<file path="config.mk">
export PLATFORM = sky130hd
export DESIGN_NAME = buffer_credit_reg_based
export DESIGN_NICKNAME = d
export VERILOG_FILES = /design/src/rtl/buffer_credit_reg_based.sv
export SDC_FILE = /design/constraint.sdc
export NUM_CORES = 1
export LEC_CHECK = 0
export BUFFER_PORTS_ARGS = -buffer_cell sky130_fd_sc_hd__buf_2
export CAP_MARGIN = 20
export CORE_MARGIN = 2
export CORE_UTILIZATION = 50
export DETAILED_ROUTE_END_ITERATION = 16
export PLACE_DENSITY = 0.7
export SLEW_MARGIN = 20
export SYNTH_ARGS = -nofsm -noshare
export SYNTH_HDL_FRONTEND = slang
export SYNTH_SLANG_ARGS = --single-unit
export TNS_END_PERCENT = 5
</file>
<file path="constraint.sdc">
create_clock -name clk -period 3.1 [get_ports clk]
set_clock_uncertainty 0.1 [all_clocks]
set_input_delay 0.465 -clock clk [delete_from_list [all_inputs] [get_ports clk]]
set_output_delay 0.465 -clock clk [all_outputs]
set_load 0.1 [all_outputs]
</file>
<file path="src/rtl/buffer_credit_reg_based.sv">
// Credit-gated register buffer at the return end of a fixed-latency, non-stallable path.
// Launches are metered by credits so that returning data always finds a free slot.
module buffer_credit_reg_based #(
  parameter  int SIZE    = 4,
  parameter  int DATA_WD = 8,
  localparam int CNT_WD  = $clog2(SIZE + 1),
  localparam int PTR_WD  = (SIZE > 1) ? $clog2(SIZE) : 1
) (
  input  logic               clk,
  input  logic               rstn,
  input  logic               req_val_i,
  output logic               req_rdy_o,
  input  logic               val_i,
  input  logic [DATA_WD-1:0] dat_i,
  output logic               val_o,
  output logic [DATA_WD-1:0] dat_o,
  input  logic               rdy_i,
  output logic [CNT_WD-1:0]  cnt_crd_o,
  output logic               err_o
);

  logic [DATA_WD-1:0] r_mem [SIZE];
  logic [PTR_WD-1:0]  r_wr_ptr;
  logic [PTR_WD-1:0]  r_rd_ptr;
  logic [CNT_WD-1:0]  r_cnt_usd;
  logic [CNT_WD-1:0]  r_cnt_crd;
  logic               r_err;

  logic w_launch;
  logic w_pop;
  logic w_full;
  logic w_wr;

  // Pointers wrap explicitly so SIZE need not be a power of two.
  function automatic logic [PTR_WD-1:0] ptr_inc(input logic [PTR_WD-1:0] ptr);
    return (ptr == PTR_WD'(SIZE - 1)) ? '0 : ptr + PTR_WD'(1);
  endfunction

  assign req_rdy_o = (r_cnt_crd != '0);
  assign val_o     = (r_cnt_usd != '0);
  assign dat_o     = r_mem[r_rd_ptr];
  assign cnt_crd_o = r_cnt_crd;
  assign err_o     = r_err;

  assign w_launch = req_val_i & req_rdy_o;
  assign w_pop    = val_o & rdy_i;
  assign w_full   = (r_cnt_usd == CNT_WD'(SIZE));
  // A simultaneous pop frees the head slot, so a write while full is still safe.
  assign w_wr     = val_i & (~w_full | w_pop);

  always_ff @(posedge clk or negedge rstn) begin
    if (!rstn) begin
      r_cnt_crd <= CNT_WD'(SIZE);
    end else if (w_launch && !w_pop) begin
      r_cnt_crd <= r_cnt_crd - CNT_WD'(1);
    end else if (w_pop && !w_launch) begin
      r_cnt_crd <= r_cnt_crd + CNT_WD'(1);
    end
  end

  always_ff @(posedge clk or negedge rstn) begin
    if (!rstn) begin
      r_wr_ptr  <= '0;
      r_rd_ptr  <= '0;
      r_cnt_usd <= '0;
      r_err     <= 1'b0;
    end else begin
      if (w_wr)  r_wr_ptr <= ptr_inc(r_wr_ptr);
      if (w_pop) r_rd_ptr <= ptr_inc(r_rd_ptr);
      if (w_wr && !w_pop) begin
        r_cnt_usd <= r_cnt_usd + CNT_WD'(1);
      end else if (w_pop && !w_wr) begin
        r_cnt_usd <= r_cnt_usd - CNT_WD'(1);
      end
      if (val_i && w_full && !w_pop) r_err <= 1'b1;
    end
  end

  // Storage is deliberately left unreset; val_o qualifies dat_o.
  always_ff @(posedge clk) begin
    if (w_wr) r_mem[r_wr_ptr] <= dat_i;
  end

`ifdef SIM_KNOB_DBG
  logic r_dbg_err_d;
  always @(posedge clk) begin
    r_dbg_err_d <= err_o;
    if (rstn && (SIZE < 1)) begin
      $error("buffer_credit_reg_based: SIZE must be >= 1");
      $finish;
    end
    if (err_o && !r_dbg_err_d) $error("buffer_credit_reg_based: overflow, write dropped");
  end
`endif

endmodule

</file>
==> Word level (Yosys, flattened, before mapping) <==
Memory sizes are Yosys's and may differ from the RTL's.
Index checks and enable logic that the tools add are counted.
{ "word_totals": {"register_bits": 11, "latchBits": 0, "ramBits": 32, "mem_bits_ro": 0, "output_inout_bits": 14, "word_cells": 41, "n_memories": 1} }
{ "op_classes": {"add_sub_neg": 6, "mul": 0, "div": 0, "magnitude_cmp": 0, "eq_ne": 3, "n_shift": 0, "mux": 8, "bitwise": 5, "reduce_logical": 13} }
{ "mem_list": {"columns": ["memory", "depth", "word_bits", "read_ports", "rd_clocked_by_memory_dff", "wr", "line", "text"], "rows": [
  ["r_mem", 4, 8, 1, 0, 1, "22", "logic [DATA_WD-1:0] r_mem [SIZE];"]
]} }
{ "op_table": {"columns": ["cell", "count"], "rows": [
  ["$mux 3", 4],
  ["$add 3x1->3 const B", 2],
  ["$logic_and 1x1->1", 6],
  ["$reduce_bool 3->1", 2],
  ["$sub 3x1->3 const B", 2],
  ["$add 2x1->2 const B", 2],
  ["$eq 2x2->1 const B", 2],
  ["$mux 2", 2],
  ["$reduce_bool 2->1", 2],
  ["$and 1x1->1", 3],
  ["$eq 3x3->1 const B", 1],
  ["$logic_not 1->1", 3],
  ["$mux 1", 2],
  ["$not 1->1", 1],
  ["$or 1x1->1", 1]
]} }

==> Longest topological paths before layout <==
{ "depth": {"depth_word": 8, "ltp_mapped": 9, "mapped_depth_nobuf": 8} }

==> Worst setup path after synthesis <==
No wires, ideal clock.
{ "synth_path": {"kind": "reg-to-reg", "startpoint": "reg r_cnt_crd[0], in the netlist cnt_crd_o[0]", "endpoint": "reg r_cnt_crd[2], in the netlist cnt_crd_o[2]", "setup_ns": 0.076, "arrival_ns": 2.962, "required_ns": 2.924, "path_slack_ns": -0.038, "stages_incl_launch_ff": 9, "n_path_buf": 0, "period_less_slack_ns": 3.138, "path_cell_list": "dfrtp_1 or3_1 and2_1 ha_1 inv_1 fa_1 xor2_1 nor2_1 xor2_1"} }
{ "synth_between": {"elab_chain_len": 5, "word_cells_on_any_way": 10} }
{ "synth_lines": {"columns": ["item", "line", "text"], "rows": [
  ["start, declared", "26", "logic [CNT_WD-1:0] r_cnt_crd;"],
  ["start signal, assigned", "53", "r_cnt_crd <= CNT_WD'(SIZE);"],
  ["start signal, assigned", "55", "r_cnt_crd <= r_cnt_crd - CNT_WD'(1);"],
  ["start signal, assigned", "57", "r_cnt_crd <= r_cnt_crd + CNT_WD'(1);"],
  ["$reduce_bool 3->1 *", "39", "assign req_rdy_o = (r_cnt_crd != '0);"],
  ["net req_rdy_o", "12", "output logic req_rdy_o,"],
  ["$and 1x1->1 *", "45", "assign w_launch = req_val_i & req_rdy_o;"],
  ["$logic_not 1->1", "56", "end else if (w_pop && !w_launch) begin"],
  ["$logic_and 1x1->1", "56", null],
  ["$reduce_bool 2->1 (no source line)", null, null]
]} }
The timed path passes the listed nets; every way through them passes the cells marked *. The select of a mux whose other input is x is not followed.
A chain may end at the register's enable or synchronous reset.

==> Final worst setup path <==
{ "layout_path": {"startpoint": "reg r_rd_ptr[0]", "endpoint": "out dat_o[6]"} }
{ "layout_between": {"elab_chain_len": 1} }
{ "layout_lines": {"columns": ["item", "line", "text"], "rows": [
  ["start, declared", "24", "logic [PTR_WD-1:0] r_rd_ptr;"],
  ["start signal, assigned", "69", "if (w_pop) r_rd_ptr <= ptr_inc(r_rd_ptr);"],
  ["$mem_v2 4x8", null, null],
  ["end, declared", "16", "output logic [DATA_WD-1:0] dat_o,"]
]} }
No other way between the ends.

==> impl.org <==
** GRT
- The first global-routing pass estimated 4.50 mm of wire.
- Summed over all layers, the global routing overflow is 0.
- The number of antenna violations at the first check in global routing is 0.
- Entering global routing, the biggest net connects 15 pins.
- GRT Total Usage :: 15.2%
- Vias in the first global route :: 905

** CTS
- TritonCTS sink count :: 43
- The H-tree generated during clock tree synthesis spans 2 levels.
- Once the clock tree was built, the setup fixing pass inserted 0 buffers.
- CTS placed an instance of sky130_fd_sc_hd__clkbuf_4 at the clock tree root.
- Total clock buffers created by CTS :: 5
- Clock-pin transition on the worst setup and hold timing paths :: 0.13 ns
- Clock latency on the worst-skew pair, taken at its later pin, is 0.35 ns.
- The longest clock path from root to sink contains 2 buffers.
- TritonCTS built the clock tree.

** Floorplan
- Effective utilization at floorplan :: 53.4%
- In this run the count of I/O pins placed on the die edge is 27.
- Row generation in the floorplan step produced 21 rows.
- Full die area :: 4150 sq um
- Core area :: 3420 sq um
- Die boundary width :: 64.4 microns
- Height of the die :: 64.4 microns

** Run status
- The run finished with clean final reports.

** Final layout
- Design Area, Final :: 2090 sq um
- Final core area utilization :: 61.1%
- At the end of the flow, the number of nets in the layout was 149.
- Cells with a size suffix above 1 make up 43.8% of the layout.
- Synth-to-Final Area Change :: 14.3%
- Count of inserted antenna diode cells :: 0

** Yosys
- Largest cells by area after synthesis :: sky130_fd_sc_hd__edfxtp_1, sky130_fd_sc_hd__dfrtp_1, sky130_fd_sc_hd__mux4_2
- Counting flops with a built-in enable in the synthesized netlist gives 32.
- After synthesis the netlist holds a flip-flop and latch count of 43.
- Counting flops with an async set or reset pin after synthesis yields a share of 25.6%.
- The synthesized netlist occupies a cell area of 1830 sq um.
- Area fraction of the dominant cell type after synthesis :: 52.6%
- The number of different library cells used by synthesis comes to 24.
- sky130_fd_sc_hd__edfxtp_1 is the most common cell in the netlist.
- Syn Nets :: 118
- Of all cell types, the one taking the most synthesized area is sky130_fd_sc_hd__edfxtp_1.
- Mapped Cells :: 96
- By count the netlist is led by sky130_fd_sc_hd__edfxtp_1, sky130_fd_sc_hd__dfrtp_1, sky130_fd_sc_hd__mux4_2.
- Yosys printed 0 warnings.
- Sequential share of the synthesized area :: 67.8%
- Averaged over all synthesized cells, the footprint is 19.0 sq um.
- In the synthesized netlist the dominant register cell turns out to be sky130_fd_sc_hd__edfxtp_1.

** Setup path
- Arr. time, crit path :: 1.97 ns
- Slowest library cell on the worst path :: sky130_fd_sc_hd__dfrtp_1
- By startpoint and endpoint, the worst setup path is classified as reg2out.
- Critical path cell sequence :: mux4_2, buf_2
- Buffers & Inverters on Critical Path :: 1
- Family with the most delay on the worst path :: flip-flops
- Type of element capturing the critical path :: output pin
- STA classifies the critical path startpoint as a flip-flop.
- The worst register-to-register path has a setup slack of 0.82 ns.
- Critical Path Fanout Max :: 11
- Req. time, crit path :: 2.53 ns
- Crit-path max cell delay :: 0.73 ns

** Timing
- Maximum clock frequency :: 394 MHz
- Subtracting the final worst setup slack from the clock period gives 2.54 ns.
- Hold WS :: 0.216 ns
- Setup repair after global routing missed its margin :: no
- The number of endpoints with negative hold slack in the final report came to 0.
- Worst-case headroom to the max-slew limit :: 61.2%
- For the pin with the worst max-slew slack, the measured transition is 0.583 ns.
- The worst path uses 81.9% of the clock period.
- The number of pins exceeding their max-slew limit in the final report is 0.
- Final setup viols :: 0
- After routing, the total negative slack on setup checks comes to 0 ns.

** Route
- Detailed-route wire length per cell :: 14.8 microns
- The count of nets left with antenna violations once routing finished came out at 0.
- Across all layers, the routed design uses 864 vias.
- The first detailed-routing pass ran for 4 iterations.
- Count of routing violations after the opening detailed-route iteration :: 28
- Total wirelength of the detailed-routed design :: 2.58 mm
- In the routed design, unresolved DRC markers number 0.
- Vias/cell :: 4.97

** Min path
- Worst hold path type :: in2reg

** Placed design
- In this run the cell area measured after placement is 1990 sq um.
- Detailed placement ended at an HPWL of 1.81 mm.
- Final weighted congestion of routability-driven global placement :: 0.784
- Port buffering added 26 buffers.

** Job
- The tool flagged a number of max-cap violations equal to 0.
cell families (layout without fill, tap and decap cells):
| group | count (synthesis) | in the layout | share of synthesized area, % |
|---|---|---|---|
| compound gates | 1 | 1 | 0.480 |
| xor+xnor | 6 | 6 | 2.88 |
| fa+ha+maj | 9 | 9 | 6.99 |
| buf+inv | 9 | 41 | 2.33 |
| flops | 43 | 43 | 67.8 |
| mux | 14 | 14 | 13.9 |
| simple gates | 14 | 14 | 5.62 |
through the flow:
stage / setup slack (ns) / cells
4_1_cts: 0.500 / 174
3_3_place_gp: 0.837 / 165
2_1_floorplan: 0.227 / 96
5_1_grt: 0.427 / 174
6_report: 0.562 / 174
3_5_place_dp: 0.698 / 165
path summary, 6_finish.rpt:
kind	start	end	cells past startpoint
min in group asynchronous	rstn	cnt_crd_o[1]	2
worst min register to register	err_o	err_o	1
worst max-delay path	r_rd_ptr[0]	dat_o[6]	2
worst max register to register	r_cnt_usd[2]	r_cnt_usd[2]	8
worst min-delay path	dat_i[4]	r_mem[0][4]	1
max in group asynchronous	rstn	cnt_crd_o[2]	2
cell type report:
cell class	count	area [sq um]
fillers	282	1330
flip-flops and latches	43	1240
multi-input cells	44	547
repair buffers	27	140
well taps	46	57.6
clock inverters	3	43.8
clock buffers	5	37.5
inverters	6	22.5
routing by layer:
metal  vias up  share of wire [%]  track usage [%]
met5         -                  0                0
met4         0                1.8             5.59
met3         5                5.6             5.56
met2        20                 47             23.0
met1       421                 45             20.5
li1        418                  -                -
sequential cells by signal, indices dropped and copies added, names as in the netlist:
name and flops:
r_rd_ptr 2, r_wr_ptr 2, err_o 1, r_mem 32, cnt_crd_o 3, r_cnt_usd 3
repair_timing:
| action | CTS | global route |
|---|---|---|
| hold buffers | 1 | 0 |
| resized for setup | 0 | 0 |
| endpoints found under the hold margin | 10 | 0 |
cell usage in the layout, fill, tap and decap left out:
| cell | Yosys | routed |
|---|---|---|
| sky130_fd_sc_hd__a21o_2 | 1 | 1 |
| sky130_fd_sc_hd__and2_1 | 1 | 1 |
| sky130_fd_sc_hd__and2_2 | 4 | 4 |
| sky130_fd_sc_hd__buf_2 | 1 | 26 |
| sky130_fd_sc_hd__bufinv_16 | 0 | 1 |
| sky130_fd_sc_hd__clkbuf_4 | 0 | 5 |
| sky130_fd_sc_hd__clkinv_2 | 0 | 1 |
| sky130_fd_sc_hd__clkinv_4 | 0 | 1 |
| sky130_fd_sc_hd__dfrtp_1 | 10 | 10 |
| sky130_fd_sc_hd__dfstp_2 | 1 | 1 |
| sky130_fd_sc_hd__dlygate4sd3_1 | 0 | 1 |
| sky130_fd_sc_hd__edfxtp_1 | 32 | 32 |
| sky130_fd_sc_hd__fa_1 | 2 | 2 |
| sky130_fd_sc_hd__ha_1 | 7 | 7 |
| sky130_fd_sc_hd__inv_1 | 6 | 6 |
| sky130_fd_sc_hd__mux2_2 | 3 | 3 |
| sky130_fd_sc_hd__mux2_4 | 2 | 2 |
| sky130_fd_sc_hd__mux2i_1 | 1 | 1 |
| sky130_fd_sc_hd__mux4_2 | 8 | 8 |
| sky130_fd_sc_hd__nand2_1 | 1 | 1 |
| sky130_fd_sc_hd__nor2_1 | 4 | 4 |
| sky130_fd_sc_hd__nor2b_1 | 1 | 1 |
| sky130_fd_sc_hd__nor4b_4 | 1 | 1 |
| sky130_fd_sc_hd__or3_2 | 0 | 1 |
| sky130_fd_sc_hd__or3_4 | 1 | 1 |
| sky130_fd_sc_hd__xnor2_1 | 2 | 2 |
| sky130_fd_sc_hd__xor2_1 | 4 | 4 |
Power is left out: the tool's default activity adds up to more than one toggle a clock period on the data nets, which glitch-free logic cannot reach.
